### config.mk
export PLATFORM = sky130hd
export DESIGN_NAME = an_sec_decode_ctrl_flat
export DESIGN_NICKNAME = d
export VERILOG_FILES = /design/src/rtl/an_sec_decode_ctrl_if.sv /design/src/rtl/an_sec_decode_ctrl.sv /design/src/flat_wrapper.sv
export SDC_FILE = /design/constraint.sdc
export NUM_CORES = 1
export LEC_CHECK = 0
export CORE_UTILIZATION = 51
export CTS_CLUSTER_DIAMETER = 50
export DETAILED_ROUTE_END_ITERATION = 7
export HOLD_SLACK_MARGIN = 0.02
export PLACE_DENSITY = 0.78
export SYNTH_ARGS = -nofsm -noshare
export SYNTH_HDL_FRONTEND = slang
export SYNTH_SLANG_ARGS = --single-unit
### constraint.sdc
create_clock -name clk -period 6.46 [get_ports clk]
set_clock_uncertainty 0.2 [all_clocks]
set_input_delay 1.292 -clock clk [delete_from_list [all_inputs] [get_ports clk]]
set_output_delay 1.292 -clock clk [all_outputs]
set_load 0.1 [all_outputs]
### src/rtl/an_sec_decode_ctrl_if.sv
// rtl/an_sec_decode_ctrl_if.sv - handshake, LUT and statistics bundle for the AN-code SEC decode controller
interface an_sec_decode_ctrl_if #(
  parameter int unsigned CW_W  = 43,
  parameter int unsigned R_W   = 15,
  parameter int unsigned L_W   = 7,
  parameter int unsigned CNT_W = 16
);
  logic             in_valid;
  logic             in_ready;
  logic [CW_W-1:0]  in_cw;
  logic [R_W-1:0]   lut_r;
  logic [L_W-1:0]   lut_l;
  logic             out_valid;
  logic             out_ready;
  logic [CW_W-1:0]  out_cw;
  logic             out_corr;
  logic             out_uncorr;
  logic [L_W-1:0]   out_loc;
  logic [CNT_W-1:0] cnt_corr;
  logic [CNT_W-1:0] cnt_uncorr;
  logic             clr_cnt;

  modport slave (
    input  in_valid, in_cw, lut_l, out_ready, clr_cnt,
    output in_ready, lut_r, out_valid, out_cw, out_corr, out_uncorr, out_loc,
           cnt_corr, cnt_uncorr
  );

  modport master (
    output in_valid, in_cw, lut_l, out_ready, clr_cnt,
    input  in_ready, lut_r, out_valid, out_cw, out_corr, out_uncorr, out_loc,
           cnt_corr, cnt_uncorr
  );
endinterface

### src/rtl/an_sec_decode_ctrl.sv
// rtl/an_sec_decode_ctrl.sv - serial mod-A reduction and single-error correction sequencer for AN codewords
module an_sec_decode_ctrl #(
  parameter int unsigned CW_W  = 43,
  parameter int unsigned A     = 17619,
  parameter int unsigned R_W   = 15,
  parameter int unsigned L_W   = 7,
  parameter int unsigned CNT_W = 16
) (
  input  logic clk,
  input  logic rst,
  an_sec_decode_ctrl_if.slave bus
);
  localparam int unsigned IDX_W = $clog2(CW_W);
  localparam logic [R_W:0]   A_EXT   = (R_W+1)'(A);
  localparam logic [CNT_W-1:0] CNT_MAX = '1;

  typedef enum logic [2:0] {IDLE, REDUCE, LOOKUP, CORRECT, OUT} state_t;

  state_t             state_q;
  logic [CW_W-1:0]    cw_q;
  logic [R_W-1:0]     r_q;
  logic [IDX_W-1:0]   idx_q;
  logic [L_W-1:0]     l_q;
  logic               in_ready_q;
  logic               out_valid_q;
  logic [CW_W-1:0]    out_cw_q;
  logic               out_corr_q;
  logic               out_uncorr_q;
  logic [L_W-1:0]     out_loc_q;
  logic [CNT_W-1:0]   cnt_corr_q;
  logic [CNT_W-1:0]   cnt_uncorr_q;

  logic [R_W:0]       r_sum_d;
  logic [R_W:0]       r_d;
  logic [L_W-1:0]     mag_d;
  logic [CW_W-1:0]    pow_d;
  logic [CW_W-1:0]    fix_cw_d;
  logic               inc_corr_d;
  logic               inc_uncorr_d;

  always_comb begin
    // r < A is invariant, so 2r+bit < 2A and a single subtract restores it
    r_sum_d      = {r_q, cw_q[idx_q]};
    r_d          = (r_sum_d >= A_EXT) ? (r_sum_d - A_EXT) : r_sum_d;
    mag_d        = l_q[L_W-1] ? (~l_q + 1'b1) : l_q;
    pow_d        = {{(CW_W-1){1'b0}}, 1'b1} << (mag_d - 1'b1);
    fix_cw_d     = l_q[L_W-1] ? (cw_q + pow_d) : (cw_q - pow_d);
    inc_corr_d   = (state_q == CORRECT) && (r_q != '0) && (l_q != '0);
    inc_uncorr_d = (state_q == CORRECT) && (r_q != '0) && (l_q == '0);
  end

  always_ff @(posedge clk) begin
    if (rst) begin
      state_q      <= IDLE;
      cw_q         <= '0;
      r_q          <= '0;
      idx_q        <= '0;
      l_q          <= '0;
      in_ready_q   <= 1'b1;
      out_valid_q  <= 1'b0;
      out_cw_q     <= '0;
      out_corr_q   <= 1'b0;
      out_uncorr_q <= 1'b0;
      out_loc_q    <= '0;
      cnt_corr_q   <= '0;
      cnt_uncorr_q <= '0;
    end else begin
      case (state_q)
        IDLE: begin
          if (bus.in_valid && in_ready_q) begin
            cw_q       <= bus.in_cw;
            r_q        <= '0;
            idx_q      <= IDX_W'(CW_W - 1);
            in_ready_q <= 1'b0;
            state_q    <= REDUCE;
          end
        end
        REDUCE: begin
          r_q   <= r_d[R_W-1:0];
          idx_q <= idx_q - 1'b1;
          if (idx_q == '0) state_q <= LOOKUP;
        end
        LOOKUP: begin
          l_q     <= bus.lut_l;
          state_q <= CORRECT;
        end
        CORRECT: begin
          out_valid_q <= 1'b1;
          state_q     <= OUT;
          if (r_q == '0) begin
            out_cw_q     <= cw_q;
            out_corr_q   <= 1'b0;
            out_uncorr_q <= 1'b0;
            out_loc_q    <= '0;
          end else begin
            out_cw_q     <= (l_q != '0) ? fix_cw_d : cw_q;
            out_corr_q   <= (l_q != '0);
            out_uncorr_q <= (l_q == '0);
            out_loc_q    <= l_q;
          end
        end
        OUT: begin
          if (bus.out_ready) begin
            out_valid_q <= 1'b0;
            in_ready_q  <= 1'b1;
            state_q     <= IDLE;
          end
        end
        default: begin
          in_ready_q <= 1'b1;
          state_q    <= IDLE;
        end
      endcase

      // clear wins over a same-cycle increment
      if (bus.clr_cnt) begin
        cnt_corr_q   <= '0;
        cnt_uncorr_q <= '0;
      end else begin
        if (inc_corr_d && (cnt_corr_q != CNT_MAX)) cnt_corr_q <= cnt_corr_q + 1'b1;
        if (inc_uncorr_d && (cnt_uncorr_q != CNT_MAX)) cnt_uncorr_q <= cnt_uncorr_q + 1'b1;
      end
    end
  end

  assign bus.in_ready   = in_ready_q;
  assign bus.lut_r      = r_q;
  assign bus.out_valid  = out_valid_q;
  assign bus.out_cw     = out_cw_q;
  assign bus.out_corr   = out_corr_q;
  assign bus.out_uncorr = out_uncorr_q;
  assign bus.out_loc    = out_loc_q;
  assign bus.cnt_corr   = cnt_corr_q;
  assign bus.cnt_uncorr = cnt_uncorr_q;
endmodule

### src/flat_wrapper.sv
// flat-port wrapper written by rule: the top's interface ports become plain ports
module an_sec_decode_ctrl_flat 
#(
  parameter int unsigned CW_W  = 43,
  parameter int unsigned A     = 17619,
  parameter int unsigned R_W   = 15,
  parameter int unsigned L_W   = 7,
  parameter int unsigned CNT_W = 16
)
  (clk, rst, bus_in_valid, bus_in_cw, bus_lut_l, bus_out_ready, bus_clr_cnt, bus_in_ready, bus_lut_r, bus_out_valid, bus_out_cw, bus_out_corr, bus_out_uncorr, bus_out_loc, bus_cnt_corr, bus_cnt_uncorr);
  an_sec_decode_ctrl_if #(.CW_W(CW_W), .R_W(R_W), .L_W(L_W), .CNT_W(CNT_W)) bus_i ();
  input  logic clk;
  input  logic rst;
  input wire logic [$bits(bus_i.in_valid)-1:0] bus_in_valid;
  input wire logic [$bits(bus_i.in_cw)-1:0] bus_in_cw;
  input wire logic [$bits(bus_i.lut_l)-1:0] bus_lut_l;
  input wire logic [$bits(bus_i.out_ready)-1:0] bus_out_ready;
  input wire logic [$bits(bus_i.clr_cnt)-1:0] bus_clr_cnt;
  output wire logic [$bits(bus_i.in_ready)-1:0] bus_in_ready;
  output wire logic [$bits(bus_i.lut_r)-1:0] bus_lut_r;
  output wire logic [$bits(bus_i.out_valid)-1:0] bus_out_valid;
  output wire logic [$bits(bus_i.out_cw)-1:0] bus_out_cw;
  output wire logic [$bits(bus_i.out_corr)-1:0] bus_out_corr;
  output wire logic [$bits(bus_i.out_uncorr)-1:0] bus_out_uncorr;
  output wire logic [$bits(bus_i.out_loc)-1:0] bus_out_loc;
  output wire logic [$bits(bus_i.cnt_corr)-1:0] bus_cnt_corr;
  output wire logic [$bits(bus_i.cnt_uncorr)-1:0] bus_cnt_uncorr;
  assign bus_i.in_valid = bus_in_valid;
  assign bus_i.in_cw = bus_in_cw;
  assign bus_i.lut_l = bus_lut_l;
  assign bus_i.out_ready = bus_out_ready;
  assign bus_i.clr_cnt = bus_clr_cnt;
  assign bus_in_ready = bus_i.in_ready;
  assign bus_lut_r = bus_i.lut_r;
  assign bus_out_valid = bus_i.out_valid;
  assign bus_out_cw = bus_i.out_cw;
  assign bus_out_corr = bus_i.out_corr;
  assign bus_out_uncorr = bus_i.out_uncorr;
  assign bus_out_loc = bus_i.out_loc;
  assign bus_cnt_corr = bus_i.cnt_corr;
  assign bus_cnt_uncorr = bus_i.cnt_uncorr;
  an_sec_decode_ctrl #(.CW_W(CW_W), .A(A), .R_W(R_W), .L_W(L_W), .CNT_W(CNT_W)) u_core (.clk(clk), .rst(rst), .bus(bus_i));
endmodule
After elaboration in Yosys (flattened, before gate mapping). Index checks and enable logic that the tools add are counted.

Output and inout port bits: 101. Input bits: 55. Register bits after elaboration: 160. Logic and storage cells: 79.

Bitwise gates (word level): 2. Shift-type cells: 1. Add/sub/neg operators: 8. Mux-type cells: 23. Reductions and logical operators: 21. Eq/ne operators: 9. Order comparisons: 2.

Operators with widths (count): 43-bit two-way mux (3); 43-bit adder (1); 1-bit by 7-bit left shift with 43-bit output (first input constant) (1); 43-bit subtractor (1); 16-bit by 1-bit adder with 16-bit output (second input constant) (2); 16-bit != test (second input constant) (2); 15-bit two-way mux (2); 15-bit case mux with 2 select lines (1); 16-bit by 15-bit greater-or-equal comparator with 1-bit output (second input constant) (1); 15-bit zero test (1); 3-bit case mux with 5 select lines (1); 15-bit nonzero test (1); 15-bit subtractor (second input constant) (1); 7-bit two-way mux (2); 6-bit case mux with 2 select lines (1); 3-bit two-way mux (3); 7-bit by 1-bit adder with 7-bit output (second input constant) (1); 7-bit zero test (1); 6-bit by 7-bit < comparator with 1-bit output (second input constant) (1); 7-bit inverter (1); 7-bit nonzero test (1); 7-bit by 1-bit subtractor with 7-bit output (second input constant) (1); 1-bit binary-select mux with 6-bit select (1); 3-bit by 2-bit equality test with 1-bit output (second input constant) (2); other kinds (18) (33).

Logic depth before layout (Yosys ltp). Gate-level depths: netlist (run 1).

Word-level depth: 9. Gate-level depth with buffers: 31. Depth with buffers taken out: 27.

Worst setup path before layout (run 1). No wires, ideal clock.

Kind: flip-flop to flip-flop. From: reg u_core.l_q[0]. To: reg u_core.out_cw_q[42] (netlist: u_core.bus.out_cw[42]). Period minus slack after synthesis: 6.165 ns. Cell stages (with the launch flop): 29. Required time: 6.137 ns. Data arrival time: 5.841 ns. Slack: 0.295 ns. Cell sequence: dfxtp_1 -> buf_2 -> buf_6 -> inv_1 -> ha_1 -> or3b_1 -> o22ai_4 -> mux2i_1 -> nand3_2 -> or3_1 -> ha_1 -> o31ai_4 -> a221oi_4 -> nor2_1 -> a21oi_1 -> a31oi_1 -> ha_1 -> clkbuf_1 -> and4_1 -> a311oi_1 -> o21ai_0 -> a211oi_1 -> o21ai_0 -> o21ai_1 -> o21ai_0 -> a221o_1 -> xnor2_1 -> a211oi_1 -> nor3b_1.

Cells in the longest elaborated chain, start to end: 9. Elaborated cells on any way between the ends: 11. Those cells by class: add/sub: 4; shift: 1; mux: 4; bitwise: 1; reduce/logical: 1.

Ends and longest elaborated chain: from (decl) (line an_sec_decode_ctrl.sv:23) `logic [L_W-1:0] l_q;`; from (signal assigned) (line an_sec_decode_ctrl.sv:84) `l_q <= bus.lut_l;`; 7-bit inverter (line an_sec_decode_ctrl.sv:45) `mag_d = l_q[L_W-1] ? (~l_q + 1'b1) : l_q;`; 7-bit by 1-bit adder with 7-bit output (line an_sec_decode_ctrl.sv:45); 7-bit two-way mux (line an_sec_decode_ctrl.sv:45); 7-bit by 1-bit subtractor with 7-bit output (line an_sec_decode_ctrl.sv:46) `pow_d = {{(CW_W-1){1'b0}}, 1'b1} << (mag_d - 1'b1);`; 1-bit by 7-bit left shift with 43-bit output (line an_sec_decode_ctrl.sv:46); 43-bit subtractor / 43-bit adder (equally long branches) (line an_sec_decode_ctrl.sv:47) `fix_cw_d = l_q[L_W-1] ? (cw_q + pow_d) : (cw_q - pow_d);`; 43-bit two-way mux (line an_sec_decode_ctrl.sv:47); 43-bit two-way mux (*) (line an_sec_decode_ctrl.sv:96) `out_cw_q <= (l_q != '0) ? fix_cw_d : cw_q;`; 43-bit two-way mux (*) (line an_sec_decode_ctrl.sv:90) `if (r_q == '0) begin`; to (signal assigned) (line an_sec_decode_ctrl.sv:91) `out_cw_q <= cw_q;`; to (signal assigned) (line an_sec_decode_ctrl.sv:96); to (decl) (line an_sec_decode_ctrl.sv:26) `logic [CW_W-1:0] out_cw_q;`.

Every way passes the cells marked *; elsewhere a longest branch is shown, timed or not. A chain may end at the register's enable or synchronous reset.

Worst setup path in the final report (run 1).
From: reg u_core.l_q[0]. To: reg u_core.out_cw_q[33] (netlist: u_core.bus.out_cw[33]).

The elaborated chain is that of the path after synthesis.

==> results of run 1 <==
worst min-delay path, stage by stage (launching register included):
cell and delay (ns):
dfxtp_1 0.32, nand2_1 0.06, a21oi_1 0.05
cell usage after synthesis (10+ instances only):
library cell	number	area (µm²)
buf_1	12	45.0
nand2_1	242	908
a21o_1	36	270
xnor2_1	53	464
o21bai_1	11	82.6
and3_1	17	106
dfxtp_1	160	3200
or3_1	22	138
nor2_1	167	627
inv_1	22	82.6
nand3_1	41	205
o21ai_0	64	320
a311oi_1	29	254
o22ai_1	10	62.6
a21oi_1	170	851
nand4_1	14	87.6
clkbuf_1	74	278
a31oi_1	16	100
and2_1	12	75.1
xor2_1	37	324
ha_1	59	738
nor4_1	15	93.8
buf_2	10	50.1
nor3_1	32	160
a211oi_1	21	158
per-stage QoR:
stage / utilization, % / instance area, µm² / hold slack (ns) / cells / setup slack (ns)
after global placement: 61.4 / 13600 / 0.253 / 1927 / 0.286
after detailed placement: 61.4 / 13600 / 0.260 / 1927 / 0.107
after global routing: 64.2 / 14200 / 0.300 / 1960 / 0.0200
after CTS: 64.0 / 14100 / 0.271 / 1959 / 0.0930
after floorplan: - / 11600 / 0.262 / 1531 / 0.295
final: 64.2 / 14200 / 0.270 / 1960 / 0.303
worst paths after layout:
path / end / start / slack [ns] / depth (start not counted)
worst min register to register: u_core.bus.out_uncorr / u_core.bus.out_uncorr / 0.27 / 2
worst min-delay path: u_core.bus.out_uncorr / u_core.bus.out_uncorr / 0.27 / 2
worst max-delay path: u_core.bus.out_cw[33] / u_core.l_q[0] / 0.30 / 22
worst max register to register: u_core.bus.out_cw[33] / u_core.l_q[0] / 0.30 / 22
area by class of cell:
cell class | instances | share of cell area, %
inverter | 23 | 0.608
multi-input combinational | 1244 | 55.9
sequential | 160 | 22.6
timing repair buffer | 221 | 14.4
tap | 280 | 2.47
clock inverter | 12 | 0.855
clock buffer | 20 | 3.22
power breakdown:
| part | internal (µW) | leakage, µW | switching, µW |
|---|---|---|---|
| clock network | 560 | 0.000276 | 458 |
| registers | 1060 | 0.00130 | 132 |
| logic | 502 | 0.00397 | 816 |
what timing repair did:
action,CTS,global route
setup endpoints to repair,0,7
resized for setup,0,12
buffers inserted,0,1
logic make-up (layout without fill, tap and decap cells):
family / Yosys count / count (layout) / synth area share, %
AND/OR/NAND/NOR: 616 / 616 / 24.3
AO/OA/AOI/OAI: 453 / 453 / 26.0
flip-flops: 160 / 160 / 27.6
buffers and inverters: 127 / 276 / 4.67
XOR/XNOR: 95 / 95 / 7.68
adder cells (fa/ha/maj): 60 / 60 / 6.53
multiplexers: 20 / 20 / 3.24
routing by layer:
metal  up-vias  GRT usage, %
met2       559          50.3
met5         -             0
met4         0          12.1
li1       5786             -
met3        83          5.56
met1      5683          42.8
registers in the layout, summed over array words and instances (netlist names), 6 cells and up:
register	count
u_core.idx_q	6
u_core.l_q	7
u_core.cw_q	43
u_core.bus.cnt_corr	16
u_core.bus.out_cw	43
u_core.bus.lut_r	15
u_core.bus.out_loc	7
u_core.bus.cnt_uncorr	16
==> results.json, run 1 <==
{
  "grt_start_max_net_pins": 68,
  "core_um2": 22100,
  "drv_cap": 0,
  "finalSetupViolCount": 0,
  "routabilityCongestion": 1.06,
  "totalPowerFinal_uw": 3530,
  "portBuffers": 155,
  "rsz0062_at_grt": "no",
  "synth_edf_count": 0,
  "fillers": 1923,
  "cp_common_cell": "ha_1",
  "cts_tree": "done",
  "multi_input_area_um2": 7930,
  "layout_common_cells": "nand2_1 (242), a21oi_1 (170), nor2_1 (165)",
  "final.min_clock_period_ns": 6.16,
  "syn_avg_cell_area_um2": 7.58,
  "area.growth.synth_to_final_pct": 22.2,
  "die_area_um2": 23400,
  "finalSetupTns_ns": 0,
  "yosysUniqueCellTypes": 103,
  "cp_top_family": "compound AO/OA/AOI/OAI gates",
  "yosys_warnings": 0,
  "synthArstFlopShare_pct": 0,
  "drt_iter0_drc": 1068,
  "die_w_um": 153,
  "ys_ff_latch": 160,
  "postRouteAntennaNets": 0,
  "finalHoldViolCount": 0,
  "cp.required_ns": 6.60,
  "mostFrequentLayoutCell": "nand2_1",
  "overflow": 0,
  "path_buf_inv": 1,
  "initial_core_util_pct": 52.6,
  "endpoint_kind": "flip-flop",
  "cts_root_buf": "clkbuf_16",
  "slowest_delay_ns": 0.46,
  "critPathSlowestCell": "a2111o_1",
  "outcome": "completed",
  "grt_pass1_wl_um": 59800,
  "grt_pass1_vias": 11200,
  "hold_path_class": "flip-flop to flip-flop",
  "worstSetupPathType": "flip-flop to flip-flop",
  "synth_cells": 1531,
  "p_leak_uw": 0.00554,
  "clockBufferDepth": 2,
  "syn_area_um2": 11600,
  "seq_area_um2": 3200,
  "die_h_um": 153,
  "wl_met1_um": 16400,
  "power_density_nw_per_um2": 248,
  "arrival_ns": 6.30,
  "wl_met3_um": 2900,
  "ys_seq_area_share_pct": 27.6,
  "drc": 0,
  "wire_per_inst_um": 18.9,
  "nNetsFinal": 1782,
  "clkLatencyLatePin_ns": 0.44,
  "via_per_inst": 6.18,
  "io_pins": 156,
  "h-tree-depth": 4,
  "antenna_cells": 0,
  "clk_pin_slew_ns": 0.07,
  "routed_wl_um": 37000,
  "top_layer": "met4",
  "firstDrtPassIters": 5,
  "drv_slew": 0,
  "path_cells": "inv_1 -> ha_1 -> or3b_1 -> o22ai_4 -> mux2i_1 -> nand3_2 -> or3_1 -> ha_1 -> nand2_1 -> o21ai_0 -> ha_1 -> a21o_1 -> a21oi_1 -> o21bai_1 -> a2111o_1 -> a221o_1 -> a211o_1 -> a21oi_1 -> o21ai_0 -> xor2_1 -> nand2_1 -> a211oi_1",
  "worstPathMaxFanout": 6,
  "vias": 12100,
  "ys.flop_type": "dfxtp_1",
  "cp-start-kind": "flip-flop",
  "fmax_mhz": 162,
  "antenna_found_initial": 0,
  "cts_sinks": 160,
  "syn-num-nets": 1646,
  "layout-drive-gt1-share_pct": 9.17,
  "rows": 54,
  "hpwl_um": 27400,
  "wl_met2_um": 16500,
  "worstMarginPinSlew_ns": 1.07,
  "vdd_ir_drop_max_uv": 152,
  "fin_crit_sh_pct": 95.3,
  "slew-limit-headroom_pct": 28.8,
  "grt_usage_pct": 31.7,
  "ctsHoldBuffers": 0,
  "numCtsBuffers": 17
}
No activity file was read; power rests on OpenSTA's default activity.
==> run 2, diff against run 1 <==
--- a/config.mk
+++ b/config.mk
@@ -5,6 +5,7 @@
 export SDC_FILE = /design/constraint.sdc
 export NUM_CORES = 1
 export LEC_CHECK = 0
+export CORE_ASPECT_RATIO = 1.75
 export CORE_UTILIZATION = 51
 export CTS_CLUSTER_DIAMETER = 50
 export DETAILED_ROUTE_END_ITERATION = 7
==> results.json, run 2 (synthesis gave the netlist of run 1 again) <==
{
  "outcome": "completed",
  "place_inst": 1953,
  "mostFrequentLayoutCell": "nand2_1",
  "critPathSlowestCell": "ha_1",
  "cts_sinks": 160,
  "worstSetupPathType": "flip-flop to flip-flop",
  "portBuffers": 155,
  "initial_core_util_pct": 52.2,
  "hold_path_class": "flip-flop to flip-flop",
  "ctsHoldBuffers": 0,
  "via_per_inst": 6.09,
  "vdd_ir_drop_max_uv": 172,
  "fillers": 1967,
  "stdcell_area_um2": 14400,
  "worstMarginPinSlew_ns": 1.19,
  "rsz0062_at_grt": "yes",
  "drv_slew": 0,
  "arrival_ns": 6.26,
  "fmax_mhz": 162,
  "routabilityCongestion": 0.989,
  "overflow": 0,
  "finalSetupTns_ns": 0,
  "slew-limit-headroom_pct": 20.5,
  "cp_top_family": "compound AO/OA/AOI/OAI gates",
  "finalHoldViolCount": 0,
  "firstDrtPassIters": 5,
  "rows": 72,
  "final_cells": 1993,
  "final.min_clock_period_ns": 6.17,
  "cp_common_cell": "a21o_1",
  "fin_util_pct": 64.6,
  "area.growth.synth_to_final_pct": 23.8,
  "placed_area_um2": 13700,
  "layout_common_cells": "nand2_1 (241), a21oi_1 (168), nor2_1 (163)",
  "cp.required_ns": 6.54,
  "clkLatencyLatePin_ns": 0.45,
  "fin_crit_sh_pct": 95.6,
  "vias": 12100,
  "h-tree-depth": 4,
  "drt_iter0_drc": 917,
  "drv_cap": 0,
  "layout-drive-gt1-share_pct": 11.0,
  "endpoint_kind": "flip-flop",
  "numCtsBuffers": 17,
  "worstPathMaxFanout": 9,
  "p_leak_uw": 0.00562,
  "io_pins": 156,
  "power_density_nw_per_um2": 245,
  "die_w_um": 116,
  "die_area_um2": 23400,
  "routed_wl_um": 39600,
  "finalSetupViolCount": 0,
  "grt_pass1_vias": 11800,
  "nNetsFinal": 1799,
  "clk_pin_slew_ns": 0.07,
  "antenna_found_initial": 1,
  "grt_start_max_net_pins": 96,
  "cp-start-kind": "flip-flop",
  "grt_usage_pct": 34.6,
  "cts_root_buf": "clkbuf_16",
  "hpwl_um": 30100,
  "drc": 0,
  "hold-worst-slack_ns": 0.255,
  "postRouteAntennaNets": 0,
  "path_buf_inv": 3,
  "cts_tree": "done",
  "wire_per_inst_um": 19.9,
  "die_h_um": 202,
  "clockBufferDepth": 2,
  "grt_pass1_wl_um": 61900,
  "core_um2": 22300,
  "slowest_delay_ns": 0.43
}
-- run 2: path summary, 6_finish.rpt --
kind | start | endpoint | slack (ns) | depth (start not counted)
max reg2reg | u_core.l_q[1] | u_core.bus.out_cw[35] | 0.29 | 25
min reg2reg | u_core.bus.out_cw[2] | u_core.bus.out_cw[2] | 0.26 | 2
max | u_core.l_q[1] | u_core.bus.out_cw[35] | 0.29 | 25
min | u_core.bus.out_cw[2] | u_core.bus.out_cw[2] | 0.26 | 2
-- run 2: power by group --
group / internal [µW] / switching, µW
clock network: 526 / 435
logic: 517 / 847
registers: 1060 / 136
-- run 2: layout make-up --
cell class	instances	area (µm²)	share of cell area, %
timing repair buffer	238	2170	15.1
antenna	1	2.50	0.0174
multi-input combinational	1244	7990	55.6
tap	296	370	2.58
sequential	160	3200	22.3
inverter	23	86.3	0.601
clock inverter	9	76.3	0.531
clock buffer	22	474	3.30
-- run 2: tightest hold or removal path, delay by kind of cell (launching register included) --
family | cells | cell delay (ns)
AND/OR/NAND/NOR | 1 | 0.05
flip-flops | 1 | 0.31
AO/OA/AOI/OAI | 1 | 0.05
-- run 2: what timing repair did --
action | in CTS | in global routing
resized for setup | 2 | 28
setup endpoints to repair | 2 | 16
pin swaps | 0 | 5
setup buffers | 0 | 8
-- run 2: routing by layer --
layer	wire [µm]	global-route usage [%]
met5	0	0
met4	3040	25.2
met3	1980	6.54
met2	20600	62.1
met1	13900	34.5
-- run 2: per-stage QoR --
step	worst slack (ns)	power (µW)
after floorplan	0.295	2100
after global placement	-0.0176	2520
after detailed placement	-0.115	2530
after CTS	0.0846	3490
after global routing	-0.0481	3680
final	0.285	3520
